### config.mk
export PLATFORM = sky130hd
export DESIGN_NAME = readout_seq_ctrl
export DESIGN_NICKNAME = d
export VERILOG_FILES = /design/src/rtl/readout_seq_ctrl.sv
export SDC_FILE = /design/constraint.sdc
export NUM_CORES = 1
export LEC_CHECK = 0
export ABC_AREA = 1
export CAP_MARGIN = 20
export CORE_AREA = 4 4 45 86
export CTS_BUF_LIST = sky130_fd_sc_hd__clkbuf_2 sky130_fd_sc_hd__clkbuf_4 sky130_fd_sc_hd__clkbuf_8
export CTS_CLUSTER_DIAMETER = 30
export DETAILED_ROUTE_END_ITERATION = 16
export DIE_AREA = 0 0 49 90
export PLACE_DENSITY = 0.78
export REMOVE_ABC_BUFFERS = 1
export SLEW_MARGIN = 20
export SYNTH_ARGS = -nofsm -noshare
export SYNTH_HDL_FRONTEND = slang
export SYNTH_SLANG_ARGS = --single-unit
### constraint.sdc
create_clock -name CLK -period 2.8 [get_ports CLK]
set_input_delay 0.42 -clock CLK [delete_from_list [all_inputs] [get_ports CLK]]
set_output_delay 0.42 -clock CLK [all_outputs]
set_load 0.02 [all_outputs]
### src/rtl/readout_seq_ctrl.sv
// Ping-pong readout frame sequencer: header/data/footer word select, bank tracking, drop on overflow.
// Optional SOF timeout (dummy frame after TIMEOUT idle cycles) enabled by defining SEQ_SOF_TIMEOUT_EN.
module readout_seq_ctrl #(
  parameter int FRAME_LEN = 48,
  parameter int TIMEOUT   = 1023
) (
  input  logic        CLK,
  input  logic        RST,
  input  logic        RUN_EN,
  input  logic        SR_OUT_IN,
  input  logic        RD_DONE,
  input  logic        RD_BANK,
  output logic [1:0]  CH_ID,
  output logic        WR_BANK,
  output logic [1:0]  BANK_FULL,
  output logic [15:0] FRAME_CNT,
  output logic        OVERFLOW,
  output logic        BUSY
);

  typedef enum logic [2:0] {
    IDLE, WAIT_SOF, HEADER, DATA, FOOTER, SWAP, DROP
  } state_t;

  localparam logic [5:0] LAST_SLOT = 6'(FRAME_LEN - 2);
  localparam logic [5:0] DROP_LAST = 6'(FRAME_LEN);

  if (FRAME_LEN < 3 || FRAME_LEN > 63 || TIMEOUT < 1) begin : g_bad_param
    $error("readout_seq_ctrl: FRAME_LEN must be 3..63 and TIMEOUT >= 1");
  end

  state_t      state_q, state_d;
  logic [5:0]  slot_q, slot_d;
  logic [1:0]  ch_id_q, ch_id_d;
  logic        wr_bank_q, wr_bank_d;
  logic [1:0]  bank_full_q, bank_full_d;
  logic [15:0] frame_cnt_q, frame_cnt_d;
  logic        overflow_q, overflow_d;
  logic        busy_q, busy_d;
  logic        run_en_prev_q, run_en_prev_d;
  logic        start_frame;

`ifdef SEQ_SOF_TIMEOUT_EN
  localparam int TW = $clog2(TIMEOUT + 1);
  logic [TW-1:0] to_cnt_q, to_cnt_d;
`endif

  always_comb begin
    state_d       = state_q;
    slot_d        = slot_q;
    wr_bank_d     = wr_bank_q;
    bank_full_d   = bank_full_q;
    frame_cnt_d   = frame_cnt_q;
    overflow_d    = overflow_q;
    run_en_prev_d = RUN_EN;
`ifdef SEQ_SOF_TIMEOUT_EN
    to_cnt_d      = '0;
    start_frame   = SR_OUT_IN || (to_cnt_q == TW'(TIMEOUT - 1));
`else
    start_frame   = SR_OUT_IN;
`endif

    if (RUN_EN && !run_en_prev_q) overflow_d = 1'b0;
    if (RD_DONE) bank_full_d[RD_BANK] = 1'b0;

    // CH_ID lags the state by one cycle
    unique case (state_q)
      HEADER:  ch_id_d = 2'b01;
      DATA:    ch_id_d = 2'b10;
      FOOTER:  ch_id_d = 2'b11;
      default: ch_id_d = 2'b00;
    endcase

    unique case (state_q)
      IDLE: if (RUN_EN) state_d = WAIT_SOF;
      WAIT_SOF: begin
        if (!RUN_EN) begin
          state_d = IDLE;
        end else if (start_frame) begin
          if (bank_full_q[wr_bank_q]) begin
            state_d    = DROP;
            overflow_d = 1'b1;
            slot_d     = 6'd1;
          end else begin
            state_d = HEADER;
          end
        end else begin
`ifdef SEQ_SOF_TIMEOUT_EN
          to_cnt_d = to_cnt_q + 1'b1;
`endif
        end
      end
      HEADER: begin
        state_d = DATA;
        slot_d  = 6'd1;
      end
      DATA: begin
        if (slot_q == LAST_SLOT) begin
          state_d = FOOTER;
          slot_d  = '0;
        end else begin
          slot_d = slot_q + 6'd1;
        end
      end
      FOOTER: state_d = SWAP;
      SWAP: begin
        // applied after the RD_DONE clear so a same-bank set wins
        bank_full_d[wr_bank_q] = 1'b1;
        frame_cnt_d = frame_cnt_q + 16'd1;
        wr_bank_d   = ~wr_bank_q;
        state_d     = RUN_EN ? WAIT_SOF : IDLE;
      end
      DROP: begin
        if (slot_q == DROP_LAST) begin
          state_d = WAIT_SOF;
          slot_d  = '0;
        end else begin
          slot_d = slot_q + 6'd1;
        end
      end
      default: state_d = IDLE;
    endcase

    busy_d = (state_d == HEADER) || (state_d == DATA) || (state_d == FOOTER);
  end

  always_ff @(posedge CLK or negedge RST) begin
    if (!RST) begin
      state_q       <= IDLE;
      slot_q        <= '0;
      ch_id_q       <= '0;
      wr_bank_q     <= 1'b0;
      bank_full_q   <= '0;
      frame_cnt_q   <= '0;
      overflow_q    <= 1'b0;
      busy_q        <= 1'b0;
      run_en_prev_q <= 1'b0;
`ifdef SEQ_SOF_TIMEOUT_EN
      to_cnt_q      <= '0;
`endif
    end else begin
      state_q       <= state_d;
      slot_q        <= slot_d;
      ch_id_q       <= ch_id_d;
      wr_bank_q     <= wr_bank_d;
      bank_full_q   <= bank_full_d;
      frame_cnt_q   <= frame_cnt_d;
      overflow_q    <= overflow_d;
      busy_q        <= busy_d;
      run_en_prev_q <= run_en_prev_d;
`ifdef SEQ_SOF_TIMEOUT_EN
      to_cnt_q      <= to_cnt_d;
`endif
    end
  end

  assign CH_ID     = ch_id_q;
  assign WR_BANK   = wr_bank_q;
  assign BANK_FULL = bank_full_q;
  assign FRAME_CNT = frame_cnt_q;
  assign OVERFLOW  = overflow_q;
  assign BUSY      = busy_q;

endmodule

==> impl_metrics.env, run 1 <==
export IMPL_status="finished, final reports clean"
export IMPL_final_setup_skew_ps=7.51
export IMPL_ant_nets=0
export IMPL_min_period_over_period=0.636
export IMPL_drcViolationCount=0
export IMPL_synth_top_family_by_area="simple AND/OR/NAND/NOR gates"
export IMPL_p_leak_nw=1.07
export IMPL_crit_type="reg -> out"
export IMPL_dp_hpwl_microns=3020
export IMPL_hold_viol_final=0
export IMPL_mostFrequentLayoutCell="nand2_1"
export IMPL_core_sq_mm=0.00319
export IMPL_synth_cells=228
export IMPL_power_density_mw_per_mm2=673
export IMPL_cp_arrival_ps=1360
export IMPL_drv_slew=0
export IMPL_drv_cap=0
export IMPL_finalNetCount=274
export IMPL_hold_path_class="reg -> reg"
export IMPL_grt_pass1_wl_microns=6840
export IMPL_synth_compound_area_share=0.0341
export IMPL_synthXorXnorAreaFrac=0.0536
export IMPL_first_pass_iters=4
export IMPL_fin_tns_setup_ps=0
export IMPL_reg2regPathDepth=6
export IMPL_synth_seq_cells=33
export IMPL_cpPeakStageDelay_ps=670
export IMPL_start_util=0.563
export IMPL_max_freq_mhz=562
export IMPL_cp_end_kind="output port"
export IMPL_clock_path_buffers=2
export IMPL_grt_max_degree=34
export IMPL_areaGrowthSynthToFinish_pct=24.8
export IMPL_final_cells=296
export IMPL_place_area_sq_mm=0.00212
export IMPL_ys_seq_area_frac=0.459
export IMPL_via_count=1560
export IMPL_dp_cells=288
export IMPL_grt_ovfl_total=0
export IMPL_ctsResizeCount=0
export IMPL_port_buffers=28
export IMPL_antenna_cells=0
export IMPL_yosys_area_share_simple=0.360
export IMPL_peakVddDrop_v=0.000526
export IMPL_htreeDepth=2
export IMPL_final_core_util=0.703
export IMPL_path_clk_slew_ps=80
export IMPL_hold_buffers=0
export IMPL_synth_mux_area_frac=0
export IMPL_syn_area_sq_mm=0.00180
export IMPL_preCtsSetupSlack_ps=1260
export IMPL_die_height_microns=90
export IMPL_final_cell_mix="nand2_1, dfrtp_1, inv_1, clkdlybuf4s50_1"
export IMPL_whs_ps=515
export IMPL_rr_endpoint="FRAME_CNT[14]$_DFFE_PN0N_"
export IMPL_setup_viol=0
export IMPL_crit_family="buffers and inverters"
export IMPL_synth_warning_count=0
export IMPL_cts_root_buf="clkbuf_8"
export IMPL_row_count=29
export IMPL_tightest_slew_ps=415
export IMPL_pin_count=29
export IMPL_antenna_found_initial=0
export IMPL_synth_top_area_frac=0.459
export IMPL_r2r_start="state_q[1]$_DFF_PN0_"
export IMPL_grt_total_usage=0.198
export IMPL_ff2ff_setup_slack_ps=1330
export IMPL_drt_wl_total_microns=3880
export IMPL_post_synth_top_area_cell="dfrtp_1"
export IMPL_final_area_sq_mm=0.00224
export IMPL_drt_iter0_drc=27
export IMPL_rsz0062_at_grt="false"
export IMPL_synthAdderAreaFrac=0.0278
export IMPL_num_fill_cells=279
export IMPL_fp_dieW_microns=49
export IMPL_avgSynthCellArea_sq_um=7.89
export IMPL_min_period_ps=1780
export IMPL_drive_above_1_share=0.0943
export IMPL_viasPerCell=5.27
export IMPL_dieArea_sq_mm=0.00441
export IMPL_relSlewSlack=0.723
export IMPL_cp_start_kind="register"
export IMPL_endpoint="FRAME_CNT[1]"
export IMPL_slowest_stage="clkdlybuf4s50_1"
export IMPL_routabilityCongestion=0.897
export IMPL_cts_setup_buffers=0
export IMPL_crit_chain="clkdlybuf4s50_1"
export IMPL_fin_ws_ps=1020
export IMPL_synth_area_leaders="dfrtp_1, nand2_1, nand3_1, inv_1, nor2_1"
export IMPL_clkLatencyLatePin_ps=290
export IMPL_cts_made_buffers=5
export IMPL_post_drt_wl_per_cell_microns=13.1
export IMPL_yosysUniqueCellTypes=21
export IMPL_critical_path_buf_inv_count=1
export IMPL_setup_worst_path_start="FRAME_CNT[1]$_DFFE_PN0N_"
export IMPL_cts_sinks=33
export IMPL_path_max_fanout=4
export IMPL_first_global_vias=1601
export IMPL_power_mw=1.51
export IMPL_required_ps=2380
export IMPL_cts_tree="yes"
export IMPL_cp_depth=1
==> worst min path at each step <==
| stage | from | to | slack (ps) | cells after the start |
|---|---|---|---|---|
| after global routing | FRAME_CNT[3]$_DFFE_PN0N_ | FRAME_CNT[3]$_DFFE_PN0N_ | 530 | 1 |
| after floorplan | RST | BANK_FULL[0]$_DFF_PN0_ | 120 | 0 |
| after CTS | run_en_prev_q$_DFF_PN0_ | OVERFLOW$_DFF_PN0_ | 520 | 2 |
| after global placement | run_en_prev_q$_DFF_PN0_ | OVERFLOW$_DFF_PN0_ | 500 | 2 |
| after detailed placement | run_en_prev_q$_DFF_PN0_ | OVERFLOW$_DFF_PN0_ | 500 | 2 |
| final | run_en_prev_q$_DFF_PN0_ | OVERFLOW$_DFF_PN0_ | 510 | 2 |
==> synth_stat cells <==
master      n
nand2_1    72
dfrtp_1    33
inv_1      29
nand3_1    22
nor2_1     22
xor2_1      7
nand2_2     5
nor2_4      5
o21ai_0     5
ha_1        4
nand4_1     4
xnor2_1     4
a21oi_1     3
inv_2       2
nand3_4     2
nand3b_1    2
nor2_2      2
nor3_1      2
o2111ai_1   1
o21ai_1     1
o21bai_1    1
==> state kept, by name, indices dropped and copies added (netlist names) <==
| name | count |
|---|---|
| BANK_FULL | 2 |
| BUSY | 1 |
| CH_ID | 2 |
| FRAME_CNT | 16 |
| OVERFLOW | 1 |
| WR_BANK | 1 |
| run_en_prev_q | 1 |
| slot_q | 6 |
| state_q | 3 |
==> final cells by class <==
| type | count | area [sq um] | area share |
|---|---|---|---|
| Inverter | 31 | 116 | 0.0518 |
| Sequential cell | 33 | 826 | 0.368 |
| Timing Repair Buffer | 29 | 288 | 0.128 |
| Multi-Input combinational cell | 164 | 856 | 0.381 |
| Tap cell | 31 | 38.8 | 0.0173 |
| Clock buffer | 6 | 82.6 | 0.0368 |
| Clock inverter | 2 | 37.5 | 0.0167 |
==> kinds of logic (layout without fill, tap and decap cells) <==
logic type                 Yosys count  in the layout
DFF                                 33             33
adders and majority gates            4              4
and+or+nand+nor                    138            138
AOI/OAI and AO/OA                   11             11
buffers and inverters               31             68
xor gates and xnor gates            11             11
==> worst min-delay path: cells and delay by family (launching register included) <==
family / cells / cell delay, ps
AND/OR/NAND/NOR: 1 / 70
AO/OA/AOI/OAI: 1 / 80
flip-flops: 1 / 330
==> per-layer routing <==
metal	global-route usage	share of wire	up-vias	wire length [microns]
met5	0	0	-	0
li1	-	-	779	-
met1	0.186	0.36	735	1410
met2	0.354	0.57	34	2200
met4	0.146	0.037	0	142
met3	0.0430	0.031	12	119
==> power by group <==
| group | internal, mW | switching [mW] | total, mW |
|---|---|---|---|
| Sequential | 0.547 | 0.0770 | 0.624 |
| Combinational | 0.158 | 0.250 | 0.408 |
| Clock | 0.289 | 0.189 | 0.478 |
Power figures use the tool's default switching activity.
==> run 2, diff against run 1 <==
Settings changed: CORE_AREA 4 4 45 86 to 4 4 48 92, DIE_AREA 0 0 49 90 to 0 0 52 96, PLACE_DENSITY 0.78 to 0.72.
Clock period 2.8 ns to 1.45 ns, I/O delays scaled along.
==> run 2 against run 1 <==
Effect of this change:
- combinational power is 150% higher
- first-iteration DRC count is 78% higher
- total power is 95% higher
- sequential power is 89% higher
- clock-buffer cell count is 1 higher
- worst setup slack worse by 990 ps
- non-clock buffer count is 17 higher
- cell count is 12% higher
- register-to-register slack worse by 1200 ps
- via count is 6.2% higher
==> impl_metrics.env, run 2 (same netlist as run 1, synthesis figures left out) <==
export IMPL_clock_path_buffers=2
export IMPL_hold_viol_final=0
export IMPL_crit_chain="clkdlybuf4s50_1"
export IMPL_power_switching_mw=1.05
export IMPL_pwr_share_clk=0.259
export IMPL_dieArea_sq_mm=0.00499
export IMPL_final_cell_mix="nand2_1, dfrtp_1, inv_1, dlygate4sd2_1, nand3_1"
export IMPL_hold_path_class="in -> async"
export IMPL_cts_sinks=33
export IMPL_required_ps=1230
export IMPL_cp_arrival_ps=1210
export IMPL_switching_share=0.354
export IMPL_grt_max_degree=34
export IMPL_drt_wl_total_microns=4300
export IMPL_final_setup_skew_ps=5.87
export IMPL_relSlewSlack=0.839
export IMPL_cp_end_kind="output port"
export IMPL_clkLatencyLatePin_ps=280
export IMPL_drv_cap=0
export IMPL_path_max_fanout=1
export IMPL_htreeDepth=2
export IMPL_ant_nets=0
export IMPL_power_internal_mw=1.90
export IMPL_final_cells=331
export IMPL_drive_above_1_share=0.195
export IMPL_crit_family="buffers and inverters"
export IMPL_via_count=1656
export IMPL_critical_path_buf_inv_count=1
export IMPL_fp_dieW_microns=52
export IMPL_post_drt_wl_per_cell_microns=13.0
export IMPL_drcViolationCount=0
export IMPL_cts_root_buf="clkbuf_8"
export IMPL_viasPerCell=5.00
export IMPL_power_mw=2.95
export IMPL_slowest_stage="clkdlybuf4s50_1"
export IMPL_first_pass_iters=4
export IMPL_grt_busiest_layer="met2"
export IMPL_grt_util_met2=0.379
export IMPL_core_sq_mm=0.00368
export IMPL_max_freq_mhz=702
export IMPL_grt_pass1_wl_microns=7040
export IMPL_p_leak_nw=1.27
export IMPL_dp_cells=314
export IMPL_die_height_microns=96
export IMPL_tightest_slew_ps=240
export IMPL_grt_ovfl_total=0
export IMPL_fin_tns_setup_ps=0
export IMPL_seq_power_share=0.399
export IMPL_largest_reg_flops=16
export IMPL_antenna_found_initial=0
export IMPL_start_util=0.488
export IMPL_cts_made_buffers=5
export IMPL_cts_tree="yes"
export IMPL_hold_buffers=0
export IMPL_status="finished, final reports clean"
export IMPL_dp_hpwl_microns=3200
export IMPL_gr_usage_met3=0.0295
export IMPL_setup_viol=0
export IMPL_drv_slew=0
export IMPL_antenna_cells=0
export IMPL_pin_count=29
export IMPL_min_period_over_period=0.982
export IMPL_crit_type="reg -> out"
export IMPL_drt_iter0_drc=48
export IMPL_port_buffers=28
export IMPL_num_fill_cells=325
export IMPL_routabilityCongestion=0.844
export IMPL_areaGrowthSynthToFinish_pct=33.9
export IMPL_mostFrequentLayoutCell="nand2_1"
export IMPL_use_met1=0.167
export IMPL_cp_start_kind="register"
export IMPL_path_clk_slew_ps=70
export IMPL_first_global_vias=1685
export IMPL_cpPeakStageDelay_ps=600
export IMPL_grt_total_usage=0.192
export IMPL_p_comb_frac=0.342
export IMPL_peakVddDrop_v=0.000910
export IMPL_min_period_ps=1420
export IMPL_power_density_mw_per_mm2=1230
export IMPL_finalNetCount=291
export IMPL_row_count=31
-- run 2: cell count changes in the layout (fill, tap and decap cells not counted), sizes merged --
| cell | before | now |
|---|---|---|
| dlygate4sd2 | 0 | 21 |
| clkinvlp | 1 | 0 |
| bufinv | 1 | 0 |
| clkbuf | 6 | 7 |
| clkdlybuf4s50 | 28 | 6 |
| clkinv | 0 | 1 |
| buf | 1 | 18 |
| dlymetal6s2s | 0 | 1 |
-- run 2: what timing repair did --
item                       4_1_cts  5_1_grt
pin swaps                        0        5
setup buffers                    0        9
gates cloned                     0        0
resized for setup               21       16
setup endpoints to repair       21       18
-- run 2: cell type report --
type	instances	area, sq um	area share
Inverter	31	116	0.0483
Clock inverter	1	5.00	0.00208
Clock buffer	7	96.3	0.0400
Sequential cell	33	828	0.344
Tap cell	49	61.3	0.0255
Multi-Input combinational cell	164	896	0.372
Timing Repair Buffer	46	404	0.168
-- run 2: power groups by stage --
| stage | Sequential [mW] | Combinational (mW) | Clock (mW) |
|---|---|---|---|
| floorplan | 1.28 | 0.437 | 0 |
| global placement | 1.19 | 0.895 | 0 |
| detailed placement | 1.20 | 0.905 | 0 |
| CTS | 1.18 | 0.889 | 0.779 |
| global route | 1.19 | 1.14 | 0.818 |
| finish | 1.18 | 1.01 | 0.763 |
-- run 2: layer usage --
metal / up-vias / share of wire
met5: - / 0
met4: 0 / 0.031
met3: 13 / 0.028
met2: 36 / 0.59
met1: 791 / 0.35
li1: 816 / -
-- run 2: final timing paths --
kind | start | endpoint | slack (ps) | cells past startpoint
setup reg to reg | state_q[1]$_DFF_PN0_ | BUSY$_DFF_PN0_ | 130 | 8
hold / removal | RST | FRAME_CNT[14]$_DFFE_PN0N_ | 310 | 2
min in group CLK | BANK_FULL[1]$_DFF_PN0_ | BANK_FULL[1]$_DFF_PN0_ | 500 | 2
hold reg to reg | BANK_FULL[1]$_DFF_PN0_ | BANK_FULL[1]$_DFF_PN0_ | 500 | 2
setup / recovery | CH_ID[0]$_DFF_PN0_ | CH_ID[0] | 30 | 1
max in group asynchronous | RST | state_q[2]$_DFF_PN0_ | 950 | 2
-- run 2: metrics by stage --
| step | hold WS [ps] | util | setup WS, ps | area [sq um] |
|---|---|---|---|---|
| after floorplan | -78.1 | - | 31.0 | 1800 |
| final | 309 | 0.653 | 26.4 | 2410 |
| after detailed placement | 477 | 0.602 | 19.5 | 2220 |
| after global routing | 335 | 0.653 | -11.9 | 2410 |
| after CTS | 318 | 0.623 | 9.45 | 2290 |
| after global placement | 493 | 0.602 | 63.0 | 2220 |
==> patch 1: new RTL, config.mk and constraints of run 2 <==
The parameter `FRAME_LEN` goes from 48 to 24.
--- a/src/rtl/readout_seq_ctrl.sv
+++ b/src/rtl/readout_seq_ctrl.sv
@@ -1,7 +1,7 @@
 // Ping-pong readout frame sequencer: header/data/footer word select, bank tracking, drop on overflow.
 // Optional SOF timeout (dummy frame after TIMEOUT idle cycles) enabled by defining SEQ_SOF_TIMEOUT_EN.
 module readout_seq_ctrl #(
-  parameter int FRAME_LEN = 48,
+  parameter int FRAME_LEN = 24,
   parameter int TIMEOUT   = 1023
 ) (
   input  logic        CLK,
Check against the original RTL: same outputs for any inputs over 10 cycles, from zero or initial values and one cycle with RST low; that may be too few to reach the edited logic, so the function may still have changed.
==> patch 1 against run 2 <==
  * Sequential power rose by 11%
  * Cell area rose by 3.2%
  * Non-clock buffer count rose by 2
  * Area after synthesis fell by 4.0%
  * Setup slack improved by 2.8 ps
  * Routed wire length fell by 11%
  * Fmax rose by 0.20%
  * Sequential cell count did not move
  * Largest power group is now combinational logic
  * Total power rose by 34%
==> patch 1: results <==
[final_layout]
clkCellAreaFrac = 0.04836
drive_gt1_frac = 0.2755
syn_to_final_growth_pct = 43.84
seq_cell_count = 33
multi_input_cells = 138
signal_buffers = 48
multi_input_area_share = 0.3632
buf_share = 0.1718
final_nets = 274
inv_count = 38
instances_no_fill = 314
nFillCells = 321

[power]
ir_worst_vdd_v = 0.001329
p_leak_nw = 1.309
pwr-share-clk = 0.229
p_total_mw = 3.960
p_sw_mw = 1.498
p_comb_mw = 1.74

[global_route]
grt_usage = 0.1691
use_met2 = 0.3130
grt_pass1_wl_mm = 6.223
grt_pass1_vias = 1502
gr-usage-met3 = 0.03721

[placement]
place_area_um2 = 2208
hpwl_mm = 2.778
pre_cts_ws_ps = -108.6
place_congestion = 0.8505
placed_cells = 303

[synth]
syn_area_um2 = 1727
synthXorXnorAreaFrac = 0.07609
synth_fa_ha_area_frac = 0.02899
seq_area_frac_synth = 0.4783
syn_avg_cell_area_um2 = 8.262
synth.area.top_cells = "dfrtp_1 48%, nand2_1 8.7%, inv_1 7.8%"
synth_compound_area_frac = 0.06377
synth.top_cells.by_count = "40 x nand2_1, 36 x inv_1, 33 x dfrtp_1, 20 x nand3_1, 20 x nor2_1"

[routing]
initialDrtViolationCount = 15
wl_met1_mm = 1.353
vias_per_cell = 4.780
routedWlPerCell_um = 12.23
dr_wl_met2_mm = 2.281
routed-wl-met3_um = 92

[clock_network]
ctsResizeCount = 22

[critical_path]
slowest_stage = "dfrtp_1"
critPathTopFamily = "flip-flops"
arrival_ps = 1580
max_stage_delay_ps = 450
cp_max_fo = 4

[sta]
worst_pin_slew_ps = 280.6

[status]
status = "complete, no violations"
## patch 1: cell types whose count changed after synthesis, sizes merged
cell / delta
nor3: +1
o211ai: +2
xnor2: -1
xor2: +5
nand4: -2
o2111ai: -1
nand3b: -1
o21ai: +7
inv: +7
nor2: -3
a21oi: +3
o21bai: -1
nand3: -3
nand2: -32
## patch 1: final timing paths
| kind | start | to | slack [ps] | cells past startpoint |
|---|---|---|---|---|
| max | slot_q[1]$_DFFE_PN0P_ | slot_q[4]$_DFFE_PN0P_ | 30 | 7 |
| max reg2reg | slot_q[1]$_DFFE_PN0P_ | slot_q[4]$_DFFE_PN0P_ | 30 | 7 |
| min reg2reg | run_en_prev_q$_DFF_PN0_ | OVERFLOW$_DFF_PN0_ | 480 | 2 |
| min | RST | slot_q[2]$_DFFE_PN0P_ | 300 | 2 |
| max in group asynchronous | RST | state_q[2]$_DFF_PN0_ | 950 | 2 |
| min in group CLK | RUN_EN | run_en_prev_q$_DFF_PN0_ | 430 | 1 |
==> patch 2: new RTL, settings of run 2 <==
Without the edit above. Re-encode `state_t` (7 states) as Gray code, 3 bits wide.
--- a/src/rtl/readout_seq_ctrl.sv
+++ b/src/rtl/readout_seq_ctrl.sv
@@ -19,7 +19,7 @@
 );
 
   typedef enum logic [2:0] {
-    IDLE, WAIT_SOF, HEADER, DATA, FOOTER, SWAP, DROP
+    IDLE = 3'b000, WAIT_SOF = 3'b001, HEADER = 3'b011, DATA = 3'b010, FOOTER = 3'b110, SWAP = 3'b111, DROP = 3'b101
   } state_t;
 
   localparam logic [5:0] LAST_SLOT = 6'(FRAME_LEN - 2);
Check against the original RTL: same outputs for any inputs over 10 cycles, from zero or initial values and one cycle with RST low; not proved beyond that.
==> patch 2 against run 2 <==
  * Total power shrank 4.7%
  * Sequential cell count is the same
  * Count of clock-buffer cells in the layout is the same
  * Routed wire length grew 4.5%
  * First-iteration DRC count shrank 2.1%
  * Die area is the same
  * Clock skew shrank 1.9 ps
  * Critical path depth grew 1
  * Area after synthesis shrank 1.9%
  * Cell area shrank 3.2%
  * Setup slack gained 29 ps
==> patch 2: results <==
[clock_network]
clk_latency_ps = 280
htreeDepth = 2
clockRootBuffer = "clkbuf_8"

[critical_path]
slowest_stage = "dfrtp_1"
crit_end = "FRAME_CNT[0]"
arrival_ps = 1180
max_stage_delay_ps = 430
rr_worst_depth = 7
r2r_slack_ps = 80
cp_max_fo = 5
worstReg2RegEnd = "FRAME_CNT[6]$_DFFE_PN0N_"
r2r_start = "FRAME_CNT[0]$_DFFE_PN0N_"
crit_type = "reg -> out"

[final_layout]
final_nets = 274
n_antenna_cell = 0
largest_reg_flops = 16
drive_gt1_frac = 0.1585
nFillCells = 335

[routing]
dr.pass1.iters = 4
initialDrtViolationCount = 47
totalWireLength_mm = 4.497
vias_per_cell = 5.318

[synth]
ys_types = 25
ys_async_sr_fraction = 1.000
yosys_most_used_dff = "dfrtp_1"
synth.top_cells.by_count = "51 x nand2_1, 33 x dfrtp_1, 28 x nand3_1, 26 x inv_1, 14 x nor2_1"
yosys_warnings = 0
seq_area_frac_synth = 0.4684
synth.area.top_cells = "dfrtp_1 47%, nand2_1 11%, nand3_1 7.9%"

[global_route]
grt_pass1_vias = 1630
gr-usage-met3 = 0.04496
use_met2 = 0.3655
met1_usage = 0.1758
antenna_found_initial = 0
grt_usage = 0.1971
grt_pass1_wl_mm = 7.182

[placement]
place_congestion = 0.9355
hpwl_mm = 3.339
numPortBuffers = 28
pre_cts_ws_ps = 57.83

[sta]
worst_pin_slew_ps = 254.5
skew_ps = 3.952
setup_ws_ps = 54.99

[power]
p_leak_nw = 1.246
ir_worst_vdd_v = 0.0008867

[status]
status = "complete, no violations"

[worst_hold_path]
hold_class = "in -> async"
==> patch 2: changes by cell type after synthesis, moves of 3 or more <==
cell	before	now
nand4_1	4	11
inv_1	29	26
nand3_1	22	28
o21ai_0	5	10
nand2_1	72	51
nor2_4	5	2
nand2_2	5	1
nor2_1	22	14
==> patch 2: timing repair <==
item	in CTS	in global routing
resized for setup	21	11
setup buffers	0	5
hold buffers	0	0
endpoints found under the setup margin	21	16
pin swaps	0	1
==> patch 2: area by class of cell <==
cell class / instances / area, µm² / area share
clock buffer: 7 / 96.34 / 0.04135
tap: 49 / 61.31 / 0.02632
inverter: 29 / 111.4 / 0.04780
multi-input combinational: 150 / 828.3 / 0.3555
clock inverter: 1 / 5.005 / 0.002148
timing repair buffer: 45 / 399.1 / 0.1713
sequential: 33 / 828.3 / 0.3555
==> patch 2: worst max-delay path: cells and delay by family (launching register included) <==
kind | cells | cell delay (ps)
buffers and inverters | 2 | 460
DFF | 1 | 430
==> patch 2: kinds of logic (layout without fill, tap and decap cells) <==
logic type	after synthesis	count (layout)	synth area share
flip-flops	33	33	0.4684
adder cells (fa/ha/maj)	4	4	0.02839
XOR/XNOR	11	11	0.05465
AO/OA/AOI/OAI	20	20	0.06245
buffers and inverters	31	82	0.06884
AND/OR/NAND/NOR	115	115	0.3172
==> patch 2: through the flow <==
step	power (mW)	cells	area [µm²]	util
3_3_place_gp	2.006	301	2195	0.5956
3_5_place_dp	2.023	301	2195	0.5956
6_report	2.810	314	2330	0.6323
5_1_grt	2.998	314	2330	0.6323
4_1_cts	2.791	309	2270	0.6160
2_1_floorplan	1.666	212	1750	-
==> patch 2: layer usage <==
layer  share of wire  vias up  routed length, µm
met5               0        -                  0
met4           0.043        0                195
met3           0.044       19                199
met2            0.57       48               2572
met1            0.34      807               1529
li1                -      796                  -
==> patch 2: worst min-delay path by stage <==
stage,start,endpoint,slack [ps]
after floorplan,RST,BANK_FULL[0]$_DFF_PN0_,-80
after global routing,RST,FRAME_CNT[4]$_DFFE_PN0N_,300
after detailed placement,run_en_prev_q$_DFF_PN0_,OVERFLOW$_DFF_PN0_,470
final,RST,FRAME_CNT[2]$_DFFE_PN0N_,300
after global placement,run_en_prev_q$_DFF_PN0_,OVERFLOW$_DFF_PN0_,470
after CTS,RST,FRAME_CNT[3]$_DFFE_PN0N_,300
==> patch 2: power breakdown <==
| part | total (mW) | internal, mW | switching (mW) |
|---|---|---|---|
| Sequential | 1.21 | 1.06 | 0.157 |
| Combinational | 0.829 | 0.337 | 0.492 |
| Clock | 0.768 | 0.429 | 0.339 |
